## src/rtl/room_pkg.sv

```systemverilog
// Shared types and widths for the room thermal model.
package room_pkg;

  typedef enum logic [1:0] {
    DRIFT = 2'd0,
    HEAT  = 2'd1,
    COOL  = 2'd2,
    FAULT = 2'd3
  } mode_t;

  localparam int TEMP_W = 5;
  localparam logic [TEMP_W-1:0] TEMP_MAX = 5'd31;
  localparam int CNT_W = 8;

  // Mode requested by the current heating/cooling commands.
  function automatic mode_t decode_mode(input logic heat, input logic cool);
    mode_t m;
    case ({heat, cool})
      2'b10:   m = HEAT;
      2'b01:   m = COOL;
      2'b11:   m = FAULT;
      default: m = DRIFT;
    endcase
    return m;
  endfunction

endpackage

```

## src/rtl/room_model_step_timer.sv

```systemverilog
// Step timer: counts cycles since the last clear and ticks once every div cycles.
module step_timer
  import room_pkg::*;
(
  input  logic           clk,
  input  logic           rst,
  input  logic           clear,
  input  logic [CNT_W:0] div,
  output logic           tick
);

  logic [CNT_W-1:0] cnt_q;
  logic [CNT_W-1:0] cnt_d;
  logic [CNT_W-1:0] term;

  // div ranges 1..256, so div-1 always fits the 8-bit counter.
  assign term = CNT_W'(div - (CNT_W+1)'(1));
  assign tick = ~clear & (cnt_q == term);

  always_comb begin
    cnt_d = cnt_q + 1'b1;
    if (clear || tick) cnt_d = '0;
  end

  always_ff @(posedge clk) begin
    if (rst) cnt_q <= '0;
    else     cnt_q <= cnt_d;
  end

endmodule

```

## config.mk

```make
export PLATFORM = sky130hd
export DESIGN_NAME = step_timer
export DESIGN_NICKNAME = d
export VERILOG_FILES = /design/src/rtl/room_pkg.sv /design/src/rtl/room_model_step_timer.sv
export SDC_FILE = /design/constraint.sdc
export NUM_CORES = 1
export LEC_CHECK = 0
export BUFFER_PORTS_ARGS = -buffer_cell sky130_fd_sc_hd__buf_2
export CORE_UTILIZATION = 40
export DETAILED_ROUTE_END_ITERATION = 8
export PLACE_DENSITY_LB_ADDON = 0.08
export RECOVER_POWER = 50
export SYNTH_ARGS = -nofsm -noshare
export SYNTH_HDL_FRONTEND = slang
export SYNTH_SLANG_ARGS = --single-unit
```

## constraint.sdc

```tcl
create_clock -name clk -period 4.9 [get_ports clk]
set_input_delay 0.98 -clock clk [delete_from_list [all_inputs] [get_ports clk]]
set_output_delay 0.98 -clock clk [all_outputs]
set_load 0.005 [all_outputs]
```

Word level (Yosys, flattened, before mapping)
Cells that the tools add are included.

storage, ports and cells
  logic and storage cells = 8
  register bits = 8
  bits of input ports = 12
  output and inout port bits = 1

cells by class
  bitwise logic cells = 2
  eq/ne operators = 1
  reductions and logical operators = 2
  $add $sub $neg = 2

operators by type and width
  cell                                              number
  adder 8 x 1 -> 8 bit, second input constant       1
  equality test 8 bit                               1
  subtractor 8 x 1 -> 8 bit, second input constant  1
  OR reduction 2 bit                                1
  AND 1 bit                                         1
  logical OR 1 bit                                  1
  inverter 1 bit                                    1

Depth between registers and ports, before layout
Gate-level depths: netlist of run 1.

  depth in word-level cells = 5
  gate-level depth with buffers = 7
  gate-level depth less buffers = 7

Least setup slack after synthesis of run 1
OpenSTA, ideal clock, no wires.

  path type = input to output
  start = in div[0]
  end = out tick
  stages on the path = 6
  data required time = 3,920 ps
  path slack = 1,672 ps
  path buffers = 0
  arrival = 2,248 ps
  cells stage by stage = inv_1 ha_1 xor2_1 nand3_1 a2111oi_4 and3b_1

between the ends
  word-level cells in the longest chain between the ends = 3

RTL lines
  what                       line                         RTL
  start, declared            room_model_step_timer.sv:8   input logic [CNT_W:0] div,
  subtractor 8 x 1 -> 8 bit  room_model_step_timer.sv:17  assign term = CNT_W'(div - (CNT_W+1)'(1));
  equality test 8 bit        room_model_step_timer.sv:18  assign tick = ~clear & (cnt_q == term);
  AND 1 bit                  room_model_step_timer.sv:18
  end, declared              room_model_step_timer.sv:9   output logic tick

No other way between the ends.

Worst setup path in the final report of run 1
Same ends and word-level chain as after synthesis.

==> results of run 1 <==
power groups by stage:
stage / clock network [mW] / logic [mW] / registers, mW
finish: 0.0500 / 0.0262 / 0.0673
global route: 0.0566 / 0.0292 / 0.0674
CTS: 0.0525 / 0.0269 / 0.0673
detailed placement: 0 / 0.0268 / 0.0687
global placement: 0 / 0.0265 / 0.0688
floorplan: 0 / 0.0159 / 0.0682
metrics by stage:
step                      instance area [sq um]  setup WS (ps)  total power [mW]
after floorplan                           644.4           1672           0.08409
after detailed placement                  714.4           1246           0.09552
after global placement                    714.4           1243           0.09532
final                                     728.2           1207            0.1434
after global routing                      728.2           1034            0.1532
after CTS                                 737.0           1241            0.1467
layer usage:
| metal | GRT usage, % | routed length (um) | part of all wire [%] | vias up |
|---|---|---|---|---|
| met4 | 9.375 | 14 | 1.1 | 0 |
| met5 | 0 | 0 | 0 | - |
| li1 | - | - | - | 292 |
| met1 | 20.90 | 626 | 51 | 256 |
| met3 | 1.724 | 45 | 3.7 | 2 |
| met2 | 24.69 | 546 | 44 | 13 |
final timing paths:
path            start  endpoint  slack [ps]  cells past startpoint
max reg2reg  cnt_q[3]  cnt_q[6]        3180                      5
min reg2reg  cnt_q[0]  cnt_q[0]         580                      1
min          cnt_q[0]  cnt_q[0]         580                      1
max            div[0]      tick        1210                      8
cells in the final DEF (no fill, tap or decap):
| master | instances |
|---|---|
| a2111oi_4 | 1 |
| xor2_1 | 10 |
| a2111oi_1 | 4 |
| a31oi_1 | 1 |
| and3_1 | 2 |
| nand4_1 | 1 |
| inv_1 | 2 |
| xnor2_1 | 5 |
| clkbuf_1 | 1 |
| clkbuf_4 | 3 |
| and4b_1 | 1 |
| nand2b_1 | 3 |
| buf_2 | 10 |
| and3b_1 | 1 |
| xnor2_2 | 1 |
| ha_1 | 2 |
| nand2_1 | 2 |
| nand3_1 | 7 |
| a2111oi_0 | 2 |
| nor3_1 | 3 |
| dfxtp_1 | 8 |
| a41oi_2 | 1 |
| nand2_2 | 1 |
| o21ai_1 | 1 |
| o21ai_0 | 2 |
| nor2_1 | 3 |
| a21oi_1 | 2 |
| nand3b_1 | 2 |
| nor4_2 | 1 |
cells by family after synthesis:
| logic type | count (synthesis) |
|---|---|
| adder cells (fa/ha/maj) | 2 |
| buffers and inverters | 3 |
| AO/OA/AOI/OAI | 14 |
| AND/OR/NAND/NOR | 27 |
| XOR/XNOR | 16 |
| flip-flops | 8 |
final cells by class:
type | count | area, sq um
multi-input cells | 59 | 464.2
clock buffers | 3 | 22.52
fillers | 170 | 778.2
inverters | 2 | 7.507
repair buffers | 11 | 53.80
flip-flops and latches | 8 | 160.2
well taps | 16 | 20.02
==> results.py, run 1 <==
metrics = {
    "status": {
        "outcome": "completed",
    },
    "yosys": {
        "synth-compound-area-share_pct": 21.75,
        "yosysTopAreaCellShare_pct": 24.85,
        "syn_area_per_cell_sq_um": 9.205,
        "synth_fa_ha_area_share_pct": 3.883,
        "syn-instance-count": 70,
        "yosys.area.top_type": "dfxtp_1",
        "ys_seq_area_share_pct": 24.85,
        "synth_fp_nets": 84,
        "synth_xor_area_share_pct": 22.91,
        "yosysMostFrequentCell": "xor2_1",
        "ys_seq_elements": 8,
        "synth_flop_cell": "dfxtp_1",
        "synthArstFlopShare_pct": 0,
        "synth_warnings": 0,
        "syn_area_sq_um": 644.4,
        "yosysUniqueCellTypes": 27,
        "synthTopCellsByCount": "10 x xor2_1, 8 x dfxtp_1, 7 x nand3_1",
        "synth_edf_count": 0,
        "yosys.area_share.simple_pct": 24.66,
        "synth_top_family_by_area": "simple AND/OR/NAND/NOR gates",
        "synth.area.mux_share_pct": 0,
        "synthTopCellsByArea": "dfxtp_1 25%, xor2_1 14%, a2111oi_1 7.8%",
    },
    "floorplan": {
        "die_w_um": 42.14,
        "placementRows": 14,
        "ioPinCount": 13,
        "core_sq_um": 1506,
        "dieHeight_um": 42.14,
        "start_util_pct": 42.77,
        "dieArea_sq_um": 1775,
    },
    "min_path": {
        "min_path_type": "flop to flop",
    },
    "setup_path": {
        "cpPeakStageDelay_ps": 520,
        "crit_required_ps": 3920,
        "path_cells": "clkbuf_1, inv_1, ha_1, xor2_1, nand3_1, a2111oi_4, and3b_1, buf_2",
        "worst_ep_arrival_time_ps": 2710,
        "slowest_stage": "a2111oi_4",
        "critPathKind": "primary input to primary output",
        "cp_num_buf_inv": 3,
        "cp_max_fo": 9,
        "path_delay_family": "compound AO/OA/AOI/OAI gates",
        "critPathLaunchType": "primary input",
        "critPathCaptureType": "primary output",
    },
    "timing": {
        "hold_violations": 0,
        "slew_headroom_pct": 64.62,
        "rsz0062_at_grt": "no",
        "fin_crit_ps": 3693,
        "fmax_ghz": 0.2708,
        "timing.hold.ws_ps": 576.6,
        "setup_violations": 0,
        "tns_ps": 0,
        "finalCritPeriodShare_pct": 75.37,
        "fin_skew_ps": 1.767,
        "slew_viol_final": 0,
        "tightest_slew_ps": 530.7,
    },
    "cts": {
        "clock_path_buffers": 2,
        "cts_made_buffers": 3,
        "clkLatencyLatePin_ps": 250,
        "cts_setup_buffers": 0,
        "hold_buffers": 0,
        "cts.sinks": 8,
        "clock_tree.root_cell": "clkbuf_4",
        "cts_resized": 0,
        "clkSlewWorstSetupHoldPaths_ps": 50,
        "htree_levels": 1,
        "tritoncts": "done",
    },
    "power_and_ir_drop": {
        "switching_share_pct": 26.98,
        "p_clk_share_pct": 34.8,
        "leakage_nw": 0.2826,
        "combPwrFrac_pct": 18.2,
        "p_switching_mw": 0.03870,
        "internal_power_mw": 0.1047,
        "power_density_nw_per_um2": 196.9,
        "pwr-share-seq_pct": 46.9,
        "irDropWorstVdd_uv": 112.7,
    },
    "routing": {
        "wl_mm": 1.232,
        "drt_iter0_markers": 2,
        "via_count": 563,
        "drt_pre_antenna_iters": 3,
        "ant_nets": 0,
        "avgRoutedWirePerCell_um": 12.44,
        "drc": 0,
        "via_per_inst": 5.687,
    },
    "global_routing": {
        "grt.overflow.total": 0,
        "grt_start_max_net_pins": 10,
        "grt_pass1_vias": 509,
        "antenna_found_initial": 0,
        "grt_first_pass_wirelength_mm": 2.180,
        "grt_use_total_pct": 15.80,
    },
    "final_layout": {
        "top_register": "cnt_q",
        "final_util_pct": 48.34,
        "top_regs": "cnt_q x8",
        "nets": 99,
        "n_antenna_cell": 0,
        "largest_reg_flops": 8,
        "final_cells": 99,
        "drive_gt1_share_pct": 21.69,
        "syn2layout_area_growth_pct": 13.01,
    },
    "placed_design": {
        "place.gp.congestion": 0.7051,
        "portBuffers": 11,
        "dpl.hpwl_um": 961,
        "dp.cells": 96,
    },
    "job": {
        "drv_cap": 0,
    },
}
(Power assumes the default switching activity.)
==> run 2: changes to the inputs <==
==> constraint.sdc (replaced) <==
create_clock -name clk -period 3.4 [get_ports clk]
set_input_delay 0.68 -clock clk [delete_from_list [all_inputs] [get_ports clk]]
set_output_delay 0.68 -clock clk [all_outputs]
set_load 0.005 [all_outputs]
==> results.py, run 2 (synthesis results as in run 1) <==
metrics = {
    "routing": {
        "drt_pre_antenna_iters": 3,
        "wl_mm": 1.290,
        "via_count": 568,
        "routed.top_layer": "met3",
        "avgRoutedWirePerCell_um": 12.90,
        "ant_nets": 0,
        "drt-met1-wl_um": 646,
        "via_per_inst": 5.680,
        "wl_met3_um": 41,
        "drc": 0,
        "drt_iter0_markers": 7,
        "dr_wl_met2_um": 602,
    },
    "global_routing": {
        "grt_start_max_net_pins": 10,
        "grt.overflow.total": 0,
        "grt_pass1_vias": 550,
        "grt_first_pass_wirelength_mm": 2.270,
        "antenna_found_initial": 0,
        "grt_use_total_pct": 16.76,
    },
    "floorplan": {
        "ioPinCount": 13,
        "placementRows": 14,
        "die_w_um": 42.14,
        "core_sq_um": 1506,
        "dieHeight_um": 42.14,
        "start_util_pct": 42.77,
        "dieArea_sq_um": 1775,
    },
    "job": {
        "drv_cap": 0,
    },
    "final_layout": {
        "largest_reg_flops": 8,
        "top_regs": "cnt_q x8",
        "final_cells": 100,
        "layout_common_cells": "11 x buf_2, 10 x xor2_1, 8 x dfxtp_1, 7 x nand3_1, 5 x xnor2_1",
        "top_register": "cnt_q",
        "drive_gt1_share_pct": 21.43,
        "nets": 100,
        "final_common_cell": "buf_2",
        "syn2layout_area_growth_pct": 10.87,
        "n_antenna_cell": 0,
    },
    "timing": {
        "fin_crit_ps": 2965,
        "setup_slack_ps": 435.5,
        "slew_headroom_pct": 61.37,
        "slew_viol_final": 0,
        "tightest_slew_ps": 564.9,
        "tns_ps": 0,
        "rsz0062_at_grt": "no",
        "hold_violations": 0,
        "fmax_ghz": 0.3373,
        "setup_violations": 0,
        "finalCritPeriodShare_pct": 87.19,
        "fin_skew_ps": 1.796,
    },
    "cts": {
        "hold_buffers": 0,
        "cts_made_buffers": 3,
        "cts_setup_buffers": 0,
        "clock_path_buffers": 2,
        "clkLatencyLatePin_ps": 250,
        "cts.sinks": 8,
        "tritoncts": "done",
        "htree_levels": 1,
        "clkSlewWorstSetupHoldPaths_ps": 50,
        "cts_resized": 0,
        "clock_tree.root_cell": "clkbuf_4",
    },
    "placed_design": {
        "dpl.hpwl_um": 995,
        "place.gp.congestion": 0.7172,
        "portBuffers": 11,
        "place_ws_ps": 573.6,
        "dp.cells": 97,
    },
    "min_path": {
        "hold_end": "cnt_q[0]",
        "worstHoldStart": "cnt_q[0]",
        "hold_depth": 1,
        "min_path_type": "flop to flop",
    },
    "setup_path": {
        "slowest_stage": "a2111oi_0",
        "critPathLaunchType": "primary input",
        "critPathKind": "primary input to primary output",
        "crit_required_ps": 2720,
        "critPathMostFrequentCell": "buf_2",
        "regToRegStartpoint": "cnt_q[3]",
        "ff2ff_setup_slack_ps": 1440,
        "cpPeakStageDelay_ps": 520,
        "cp_max_fo": 6,
        "worst_ep_arrival_time_ps": 2280,
        "r2r_cells": 6,
        "critPathCaptureType": "primary output",
        "path_cells": "buf_2, inv_1, ha_1, xor2_1, nand3_1, a2111oi_0, and3b_1, buf_2",
        "rr_endpoint": "cnt_q[0]",
    },
    "power_and_ir_drop": {
        "irDropWorstVdd_uv": 172.5,
        "leakage_nw": 0.2858,
        "power_density_nw_per_um2": 283.5,
    },
    "status": {
        "outcome": "completed",
    },
}
run 2: critical path: cells and delay by family:
family | cells | cell delay, ps
buf+inv | 3 | 300
fa+ha+maj | 1 | 290
xor+xnor | 1 | 150
compound gates | 1 | 520
simple gates | 2 | 330
run 2: how the worst max path moves through the flow:
| stage | start | end | slack, ps |
|---|---|---|---|
| 3_5_place_dp | div[0] | tick | 570 |
| 6_report | div[0] | tick | 440 |
| 5_1_grt | div[0] | tick | 250 |
| 3_3_place_gp | div[0] | tick | 590 |
| 2_1_floorplan | div[0] | tick | 770 |
| 4_1_cts | div[0] | tick | 560 |
run 2: layer usage:
layer	up-vias	global-route usage, %
met4	0	9.375
met3	0	1.293
met2	11	27.19
li1	293	-
met1	264	21.93
met5	-	0
run 2: stage by stage:
| stage | hold WS, ps | area [sq um] | util, % | power (mW) |
|---|---|---|---|---|
| after floorplan | 500.9 | 644.4 | - | 0.1212 |
| after global placement | 572.6 | 721.9 | 47.92 | 0.1374 |
| after detailed placement | 572.4 | 721.9 | 47.92 | 0.1381 |
| after CTS | 580.8 | 744.5 | 49.42 | 0.2108 |
| after global routing | 623.4 | 714.4 | 47.43 | 0.2160 |
| final | 582.0 | 714.4 | 47.43 | 0.2026 |
run 2: final cells by class:
class,count,area [sq um]
Clock buffer,3,22.52
Tap cell,16,20.02
Multi-Input combinational cell,59,445.4
Fill cell,176,792.0
Timing Repair Buffer,12,58.81
Inverter,2,7.507
Sequential cell,8,160.2
run 2: power breakdown:
group / internal, mW / switching, mW
Sequential: 0.0950 / 0.00190
Clock: 0.0403 / 0.0302
Combinational: 0.0151 / 0.0201
